**src/rtl/gpio_arb_pkg.sv**
```systemverilog
// ============================================================================
// Module : gpio_arb_pkg
// Shared types, default sizes and width helper for the GPIO bank arbiter.
// Rev    : 1.0  initial release
// ============================================================================
`default_nettype none

package gpio_arb_pkg;

    localparam int c_GPIO_W_DFLT = 20;
    localparam int c_NREQ_DFLT   = 4;

    typedef enum logic [1:0] {
        ST_IDLE  = 2'd0,
        ST_GRANT = 2'd1,
        ST_TURN  = 2'd2
    } arb_state_t;

    // Bits needed to hold values 0..n-1, never less than one bit.
    function automatic int idx_w(input int n);
        return (n <= 2) ? 1 : $clog2(n);
    endfunction

endpackage

`default_nettype wire

```
**src/rtl/gpio_arb_rr_pick.sv**
```systemverilog
// ============================================================================
// Module : gpio_arb_rr_pick
// Combinational round-robin picker: first set request at or after the pointer.
// Rev    : 1.0  initial release
// ============================================================================
`default_nettype none

module gpio_arb_rr_pick
    import gpio_arb_pkg::*;
#(
    parameter int NREQ = c_NREQ_DFLT
) (
    input  logic [NREQ-1:0]        i_req,
    input  logic [idx_w(NREQ)-1:0] i_ptr,
    output logic                   o_valid,
    output logic [idx_w(NREQ)-1:0] o_idx
);

    localparam int IW = idx_w(NREQ);

    logic [31:0] w_cand;

    // Walk from farthest to nearest so the candidate closest to the pointer wins.
    always_comb begin
        o_valid = 1'b0;
        o_idx   = '0;
        w_cand  = '0;
        for (int k = NREQ - 1; k >= 0; k--) begin
            w_cand = 32'(i_ptr) + 32'(k);
            if (w_cand >= 32'(NREQ)) begin
                w_cand = w_cand - 32'(NREQ);
            end
            if (i_req[w_cand]) begin
                o_valid = 1'b1;
                o_idx   = w_cand[IW-1:0];
            end
        end
    end

endmodule

`default_nettype wire

```
**src/rtl/gpio_bank_arbiter.sv**
```systemverilog
// ============================================================================
// Module : gpio_bank_arbiter
// Round-robin owner of the user GPIO pad bank with a high-Z turnaround gap.
// Optional forced release on long holds: define GPIO_ARB_TIMEOUT_EN.
// Rev    : 1.0  initial release
// ============================================================================
`default_nettype none

module gpio_bank_arbiter
    import gpio_arb_pkg::*;
#(
    parameter int NREQ     = c_NREQ_DFLT,
    parameter int GPIO_W   = c_GPIO_W_DFLT,
    parameter int TURN_CYC = 2,
    parameter int HOLD_MAX = 1024
) (
    input  logic                   wb_clk_i,
    input  logic                   resetb,
    input  logic [NREQ-1:0]        req_i,
    input  logic [NREQ*GPIO_W-1:0] req_out_i,
    input  logic [NREQ*GPIO_W-1:0] req_oeb_i,
    output logic [NREQ-1:0]        gnt_o,
    output logic [GPIO_W-1:0]      io_out,
    output logic [GPIO_W-1:0]      io_oeb,
    output logic                   busy_o,
    output logic [idx_w(NREQ)-1:0] last_owner_o,
    output logic                   timeout_o
);

    localparam int IW = idx_w(NREQ);
    localparam int TW = idx_w(TURN_CYC + 1);
    localparam logic [TW-1:0] c_TURN_LAST = TW'((TURN_CYC > 0) ? TURN_CYC - 1 : 0);
    localparam logic [IW-1:0] c_OWNER_MAX = IW'(NREQ - 1);

    arb_state_t        r_state;
    logic [IW-1:0]     r_ptr;
    logic [IW-1:0]     r_owner;
    logic [NREQ-1:0]   r_gnt;
    logic [GPIO_W-1:0] r_io_out;
    logic [GPIO_W-1:0] r_io_oeb;
    logic              r_busy;
    logic [IW-1:0]     r_last_owner;
    logic [TW-1:0]     r_turn_cnt;

    logic              w_pick_vld;
    logic [IW-1:0]     w_pick_idx;
    logic              w_owner_req;
    logic              w_force;
    logic [IW-1:0]     w_ptr_next;
    logic [GPIO_W-1:0] w_out_slice [NREQ];
    logic [GPIO_W-1:0] w_oeb_slice [NREQ];

    for (genvar k = 0; k < NREQ; k++) begin : g_slice
        assign w_out_slice[k] = req_out_i[k*GPIO_W +: GPIO_W];
        assign w_oeb_slice[k] = req_oeb_i[k*GPIO_W +: GPIO_W];
    end

    gpio_arb_rr_pick #(
        .NREQ (NREQ)
    ) u_pick (
        .i_req   (req_i),
        .i_ptr   (r_ptr),
        .o_valid (w_pick_vld),
        .o_idx   (w_pick_idx)
    );

    assign w_owner_req = req_i[r_owner];
    assign w_ptr_next  = (r_owner == c_OWNER_MAX) ? '0 : r_owner + IW'(1);

`ifdef GPIO_ARB_TIMEOUT_EN
    localparam int HW = idx_w(HOLD_MAX + 1);
    localparam logic [HW-1:0] c_HOLD_LAST = HW'(HOLD_MAX - 1);

    logic [HW-1:0] r_hold_cnt;
    logic          r_timeout;
    logic          w_others;

    assign w_others  = |(req_i & ~r_gnt);
    assign w_force   = (r_hold_cnt == c_HOLD_LAST) && w_others;
    assign timeout_o = r_timeout;
`else
    assign w_force   = 1'b0;
    // HOLD_MAX only has an effect in the timeout build.
    assign timeout_o = 1'b0 & (HOLD_MAX > 0);
`endif

    always_ff @(posedge wb_clk_i or negedge resetb) begin
        if (!resetb) begin
            r_state      <= ST_IDLE;
            r_ptr        <= '0;
            r_owner      <= '0;
            r_gnt        <= '0;
            r_io_out     <= '0;
            r_io_oeb     <= '1;
            r_busy       <= 1'b0;
            r_last_owner <= '0;
            r_turn_cnt   <= '0;
`ifdef GPIO_ARB_TIMEOUT_EN
            r_hold_cnt   <= '0;
            r_timeout    <= 1'b0;
`endif
        end else begin
`ifdef GPIO_ARB_TIMEOUT_EN
            r_timeout <= 1'b0;
`endif
            case (r_state)
                ST_IDLE: begin
                    if (w_pick_vld) begin
                        r_state <= ST_GRANT;
                        r_owner <= w_pick_idx;
                        r_gnt   <= NREQ'(1) << w_pick_idx;
                        r_busy  <= 1'b1;
`ifdef GPIO_ARB_TIMEOUT_EN
                        r_hold_cnt <= '0;
`endif
                    end
                end
                ST_GRANT: begin
                    if (!w_owner_req || w_force) begin
                        r_gnt        <= '0;
                        r_io_out     <= '0;
                        r_io_oeb     <= '1;
                        r_last_owner <= r_owner;
                        r_ptr        <= w_ptr_next;
                        r_turn_cnt   <= '0;
                        if (TURN_CYC == 0) begin
                            r_state <= ST_IDLE;
                            r_busy  <= 1'b0;
                        end else begin
                            r_state <= ST_TURN;
                        end
`ifdef GPIO_ARB_TIMEOUT_EN
                        // Only a release forced while the owner still requests is a timeout.
                        r_timeout <= w_force && w_owner_req;
`endif
                    end else begin
                        r_io_out <= w_out_slice[r_owner];
                        r_io_oeb <= w_oeb_slice[r_owner];
`ifdef GPIO_ARB_TIMEOUT_EN
                        if (r_hold_cnt != c_HOLD_LAST) begin
                            r_hold_cnt <= r_hold_cnt + HW'(1);
                        end
`endif
                    end
                end
                ST_TURN: begin
                    if (r_turn_cnt == c_TURN_LAST) begin
                        r_state <= ST_IDLE;
                        r_busy  <= 1'b0;
                    end else begin
                        r_turn_cnt <= r_turn_cnt + TW'(1);
                    end
                end
                default: begin
                    r_state <= ST_IDLE;
                    r_busy  <= 1'b0;
                    r_gnt   <= '0;
                    r_io_oeb <= '1;
                end
            endcase
        end
    end

    assign gnt_o        = r_gnt;
    assign io_out       = r_io_out;
    assign io_oeb       = r_io_oeb;
    assign busy_o       = r_busy;
    assign last_owner_o = r_last_owner;

endmodule

`default_nettype wire
```
**config.mk**
```make
export PLATFORM = sky130hd
export DESIGN_NAME = gpio_bank_arbiter
export DESIGN_NICKNAME = d
export VERILOG_FILES = /design/src/rtl/gpio_arb_pkg.sv /design/src/rtl/gpio_arb_rr_pick.sv /design/src/rtl/gpio_bank_arbiter.sv
export SDC_FILE = /design/constraint.sdc
export NUM_CORES = 1
export LEC_CHECK = 0
export CORE_UTILIZATION = 39
export DETAILED_ROUTE_END_ITERATION = 8
export PLACE_DENSITY_LB_ADDON = 0.08
export REMOVE_ABC_BUFFERS = 1
export SLEW_MARGIN = 20
export SYNTH_ARGS = -nofsm -noshare
export SYNTH_HDL_FRONTEND = slang
export SYNTH_SLANG_ARGS = --single-unit
```
**constraint.sdc**
```tcl
create_clock -name wb_clk_i -period 2.7 [get_ports wb_clk_i]
set_input_delay 0.27 -clock wb_clk_i [delete_from_list [all_inputs] [get_ports wb_clk_i]]
set_output_delay 0.27 -clock wb_clk_i [all_outputs]
set_load 0.05 [all_outputs]
```
==> results_dict.tcl, run 1 <==
set metrics [dict create \
    row_count 32 \
    root_buffer "clkbuf_8" \
    ys_seq_area_share_pct 43.4 \
    cp-start-kind "flop" \
    crit_family "buffers and inverters" \
    holdWs_ns 0.221 \
    avgRoutedWirePerCell_um 17.4 \
    drtIter0Drc 84 \
    cts_tree "built" \
    pin_count 214 \
    p_int_mw 2.95 \
    cp_slowest_cell "clkdlybuf4s50_1" \
    dp_slack_ns 0.439 \
    fin_ws_ns 0.735 \
    first_global_vias 3086 \
    cp-startpoint "io_oeb[10]" \
    tns_ns 0 \
    drc 0 \
    r2r_start "r_owner[0]" \
    yosys-top-cells-area "mux4_2 29%, dfrtp_1 27%, dfstp_2 16%, o22a_1 5.7%, nand2_1 5.5%" \
    worstPathCellList "clkdlybuf4s50_1" \
    yosysMostFrequentCell "nand2_1" \
    p_total_mw 5.38 \
    firstDrtPassIters 5 \
    syn_inst 252 \
    gp_congestion 0.753 \
    cts_made_buffers 5 \
    crit_required_ns 2.43 \
    power_frac_clock_pct 8.5 \
    vdd_drop_max_uv 351 \
    cp.arrival_ns 1.69 \
    p_sw_share_pct 45.2 \
    pwr-share-seq_pct 25.9 \
    clk_latency_ns 0.31 \
    synth_edf_count 0 \
    post-place-cells 551 \
    cts.repair.resized 0 \
    worst_slew_pin_slew_ns 0.800 \
    finalNetCount 624 \
    initial_core_util_pct 41.1 \
    synth_top_area_cell "mux4_2" \
    synth_top_area_share_pct 28.6 \
    ys.flop_type "dfrtp_1" \
    synthTopCellsByCount "47 x nand2_1, 41 x mux4_2, 35 x dfrtp_1, 21 x o22a_1" \
    dpl_cell_area_um2 5430 \
    die_h_um 93.0 \
    detail_route.vias_per_cell 5.23 \
    finalCriticalPeriod_ns 1.97 \
    setup.worst_path.class "reg -> out" \
    ant_nets 0 \
    powerDensity_nw_per_um2 975 \
    critPathMaxStageDelay_ns 0.84 \
    setup_viol 0 \
    maxCapViolCount 0 \
    diodes 0 \
    path_buf_inv 1 \
    hold_violations 0 \
    dieArea_um2 8650 \
    slew_viol_final 0 \
    ys_seq_elements 55 \
    avgSynthCellArea_um2 12.8 \
    overflow 0 \
    post-route-util_pct 70.3 \
    outcome "finished, final reports clean" \
    fmax_mhz 509 \
    ctsHoldBuffers 0 \
    combPwrFrac_pct 65.6 \
    worst_setup_path_end_kind "primary output" \
    h-tree-depth 2 \
    wl_um 9720 \
    design_area_um2 5520 \
    post_cts_buffers 0 \
    crit_fanout 2 \
    synth.distinct_cells 37 \
    antenna_found_initial 0 \
    skew_ns 0.00529 \
    drive_above_1_share_pct 19.0 \
    vias 2921 \
    yosysWarnings 0 \
    cts_buffer_depth 2 \
    clock-sinks 55 \
    path_clk_slew_ns 0.09 \
    relSlewSlack_pct 46.7 \
    numPortBuffers 212 \
    post_synth_instance_area_um2 3230 \
    final_cell_count_no_fill 559 \
    grt_max_degree 44 \
    p_switching_mw 2.43 \
    rsz0062_at_grt "no" \
    area_growth_syn_to_layout_pct 70.9 \
    grtUsageTotal_pct 23.4 \
    post-route-period-util_pct 72.8 \
    core_area_um2 7850 \
    hold_class "in -> async" \
    async_flop_share_pct 100 \
    die_w_um 93.0 \
    grt_pass1_wl_um 15400 \
    dpl.hpwl_um 7720 \
    power_leakage_nw 2.20 \
]
==> logic make-up (layout without fill, tap and decap cells) <==
| logic type | count (synthesis) | after routing | share of synthesized area (%) |
|---|---|---|---|
| and+or+nand+nor | 81 | 81 | 11.2 |
| DFF | 55 | 55 | 43.4 |
| muxes | 46 | 46 | 30.7 |
| AOI/OAI and AO/OA | 40 | 40 | 10.0 |
| buffers and inverters | 27 | 232 | 3.76 |
| adders and majority gates | 2 | 2 | 0.775 |
| other | 1 | 1 | 0.116 |
==> layer usage <==
| metal | track usage [%] | wire [um] |
|---|---|---|
| met1 | 27.3 | 3640 |
| met2 | 42.6 | 5380 |
| met3 | 6.18 | 628 |
| met4 | 5.38 | 79 |
| met5 | 0 | 0 |
==> layout by cell type, fill, tap and decap left out, types with 2 or more instances in the layout <==
cell type / Yosys / final
clkdlybuf4s50_1: 0 / 211
a21o_1: 2 / 2
buf_4: 4 / 7
o22a_1: 21 / 21
nand3_1: 20 / 20
mux2_2: 2 / 2
nor2_1: 4 / 4
ha_1: 2 / 2
nand2b_1: 2 / 2
dfstp_2: 20 / 20
dfrtp_1: 35 / 33
clkbuf_8: 0 / 6
dfrtp_2: 0 / 2
a21oi_1: 5 / 5
mux2_4: 3 / 3
o31ai_1: 2 / 2
nand2_1: 47 / 47
mux4_2: 41 / 41
inv_1: 5 / 5
==> area by class of cell <==
class	instances	area [um2]
clock buffers	7	86.3
clock inverters	1	3.75
fillers	605	2330
inverters	5	18.8
multi-input cells	170	1710
flip-flops and latches	55	1400
well taps	102	128
repair buffers	219	2170
==> final timing paths <==
path | slack (ns) | cells past startpoint | to
max in group asynchronous | 1.96 | 2 | r_owner[1]
hold reg to reg | 0.48 | 2 | io_out[15]
hold / removal | 0.22 | 1 | io_oeb[5]
min in group wb_clk_i | 0.48 | 2 | io_out[15]
setup / recovery | 0.74 | 1 | io_oeb[10]
setup reg to reg | 0.80 | 4 | io_oeb[5]
==> registers in the layout (all words and copies together), names as in the netlist <==
signal	cells
r_state	2
io_out	20
r_owner	2
io_oeb	20
last_owner_o	2
gnt_o	4
busy_o	1
r_turn_cnt	2
r_ptr	2
==> power groups by stage <==
stage                     sequential [mW]  clock [mW]  combinational [mW]
after floorplan                      2.45           0                1.33
after global placement               1.39           0                3.52
after detailed placement             1.40           0                3.57
after CTS                            1.39       0.471                3.58
after global routing                 1.43       0.502                3.78
final                                1.39       0.457                3.53
Note: power is estimated with default switching activity, not from simulation.
==> run 2, diff against run 1 <==
--- a/config.mk
+++ b/config.mk
@@ -5,7 +5,7 @@
 export SDC_FILE = /design/constraint.sdc
 export NUM_CORES = 1
 export LEC_CHECK = 0
-export CORE_UTILIZATION = 39
+export CORE_UTILIZATION = 33
 export DETAILED_ROUTE_END_ITERATION = 8
 export PLACE_DENSITY_LB_ADDON = 0.08
 export REMOVE_ABC_BUFFERS = 1
==> constraint.sdc (replaced) <==
create_clock -name wb_clk_i -period 1.7 [get_ports wb_clk_i]
set_input_delay 0.17 -clock wb_clk_i [delete_from_list [all_inputs] [get_ports wb_clk_i]]
set_output_delay 0.17 -clock wb_clk_i [all_outputs]
set_load 0.05 [all_outputs]
==> results_dict.tcl, run 2 (synthesized netlist as in run 1, its figures left out) <==
set metrics [dict create \
    outcome "finished, final reports clean" \
    power_leakage_nw 2.33 \
    skew_ns 0.0113 \
    drc 0 \
    critPathMaxStageDelay_ns 0.81 \
    tns_ns 0 \
    row_count 35 \
    setup.worst_path.class "reg -> out" \
    worstPathCellList "clkdlybuf4s50_1" \
    cts_tree "built" \
    first_global_vias 3155 \
    pin_count 214 \
    setup_viol 0 \
    vias 2996 \
    finalCriticalPeriod_ns 1.65 \
    post_cts_buffers 0 \
    hold_violations 0 \
    grtUsageTotal_pct 19.9 \
    grt_use_met3_pct 5.83 \
    cts_made_buffers 5 \
    path_buf_inv 1 \
    numPortBuffers 212 \
    clock-sinks 55 \
    die_h_um 101 \
    cp_slowest_cell "clkdlybuf4s50_1" \
    die_w_um 101 \
    overflow 0 \
    cts_buffer_depth 2 \
    cp-start-kind "flop" \
    post-route-period-util_pct 97.3 \
    area_growth_syn_to_layout_pct 73.6 \
    critical_path_depth 1 \
    grt_util_met2_pct 36.6 \
    rsz0062_at_grt "no" \
    core_area_um2 9370 \
    h-tree-depth 2 \
    avgRoutedWirePerCell_um 17.0 \
    ant_nets 0 \
    cp.arrival_ns 1.48 \
    cp-startpoint "io_out[11]" \
    regArea_um2 1400 \
    reg2reg_slack_ns 0.11 \
    r2r_end "last_owner_o[1]" \
    gp_congestion 0.753 \
    worst_slew_pin_slew_ns 0.514 \
    diodes 0 \
    grt_pass1_wl_um 15500 \
    dpl.hpwl_um 8060 \
    finalNetCount 635 \
    final_cell_mix "176 x clkdlybuf4s50_1, 46 x nand2_1, 46 x buf_4" \
    clk_latency_ns 0.30 \
    grt_max_degree 56 \
    antenna_found_initial 0 \
    dieArea_um2 10200 \
    multi_input_area_um2 1710 \
    worst_setup_path_end_kind "primary output" \
    firstDrtPassIters 4 \
    maxCapViolCount 0 \
    drtIter0Drc 68 \
    grt-busiest-layer "met2" \
    fmax_mhz 605 \
    r2r_start "r_owner[0]" \
    initial_core_util_pct 34.4 \
    drive_above_1_share_pct 28.0 \
    layout_commonest_cell "clkdlybuf4s50_1" \
    wl_um 10100 \
    detail_route.vias_per_cell 5.02 \
    fillers 844 \
    grt_use_met1_pct 22.6 \
    crit_fanout 2 \
    root_buffer "clkbuf_8" \
    reg2reg_depth 3 \
    path_clk_slew_ns 0.10 \
    powerDensity_nw_per_um2 1540 \
    relSlewSlack_pct 65.7 \
    crit_family "buffers and inverters" \
    hold_class "in -> async" \
    vdd_drop_max_uv 616 \
    holdWs_ns 0.377 \
    slew_viol_final 0 \
    crit_required_ns 1.53 \
    crit_end "io_out[11]" \
]
-- run 2: changes by cell type in the layout (fill, tap and decap cells not counted), moves of 3 or more --
cell             delta
buf_12              +3
buf_4              +39
clkdlybuf4s50_1    -35
dlymetal6s2s_1      +3
-- run 2: worst min path at each step --
stage / startpoint / endpoint / slack [ns]
global route: resetb / last_owner_o[0] / 0.41
finish: resetb / r_ptr[1] / 0.38
global placement: resetb / last_owner_o[0] / 0.19
detailed placement: resetb / last_owner_o[0] / 0.19
CTS: resetb / r_ptr[1] / 0.40
floorplan: resetb / busy_o / -0.13
-- run 2: where the power goes --
part	switching (mW)	internal (mW)	leakage, nW
registers	0.347	1.90	0.658
logic	3.13	2.51	1.62
clock network	0.408	0.330	0.0482
-- run 2: metrics by stage --
step                      instance area [um2]  cells  utilization, %  worst slack (ns)  power, mW
final                                    5610    597            59.8            0.0467       8.63
after global routing                     5610    597            59.8           0.00229       9.19
after CTS                                5600    597            59.7            0.0129       8.76
after detailed placement                 5490    588            58.6            -0.112       7.99
after global placement                   5490    588            58.6           -0.0742       7.91
after floorplan                          3130    230               -             -1.88       6.01
-- run 2: final cells by class --
cell class | count | share of cell area [%]
repair buffers | 230 | 39.6
multi-input cells | 170 | 30.5
flip-flops and latches | 55 | 25.0
well taps | 129 | 2.88
clock buffers | 7 | 1.54
inverters | 5 | 0.335
clock inverters | 1 | 0.0893
-- run 2: routing by layer --
layer | part of all wire, % | vias up | wire, um
met2 | 53 | 138 | 5360
met1 | 37 | 1463 | 3740
met4 | 1.3 | 0 | 127
met3 | 8.8 | 6 | 892
met5 | 0 | - | 0
li1 | - | 1389 | -
-- run 2: what timing repair did --
item	4_1_cts	5_1_grt
gates resized for setup	0	4
endpoints found under the hold margin	35	0
hold buffers	1	0
endpoints found under the setup margin	0	5
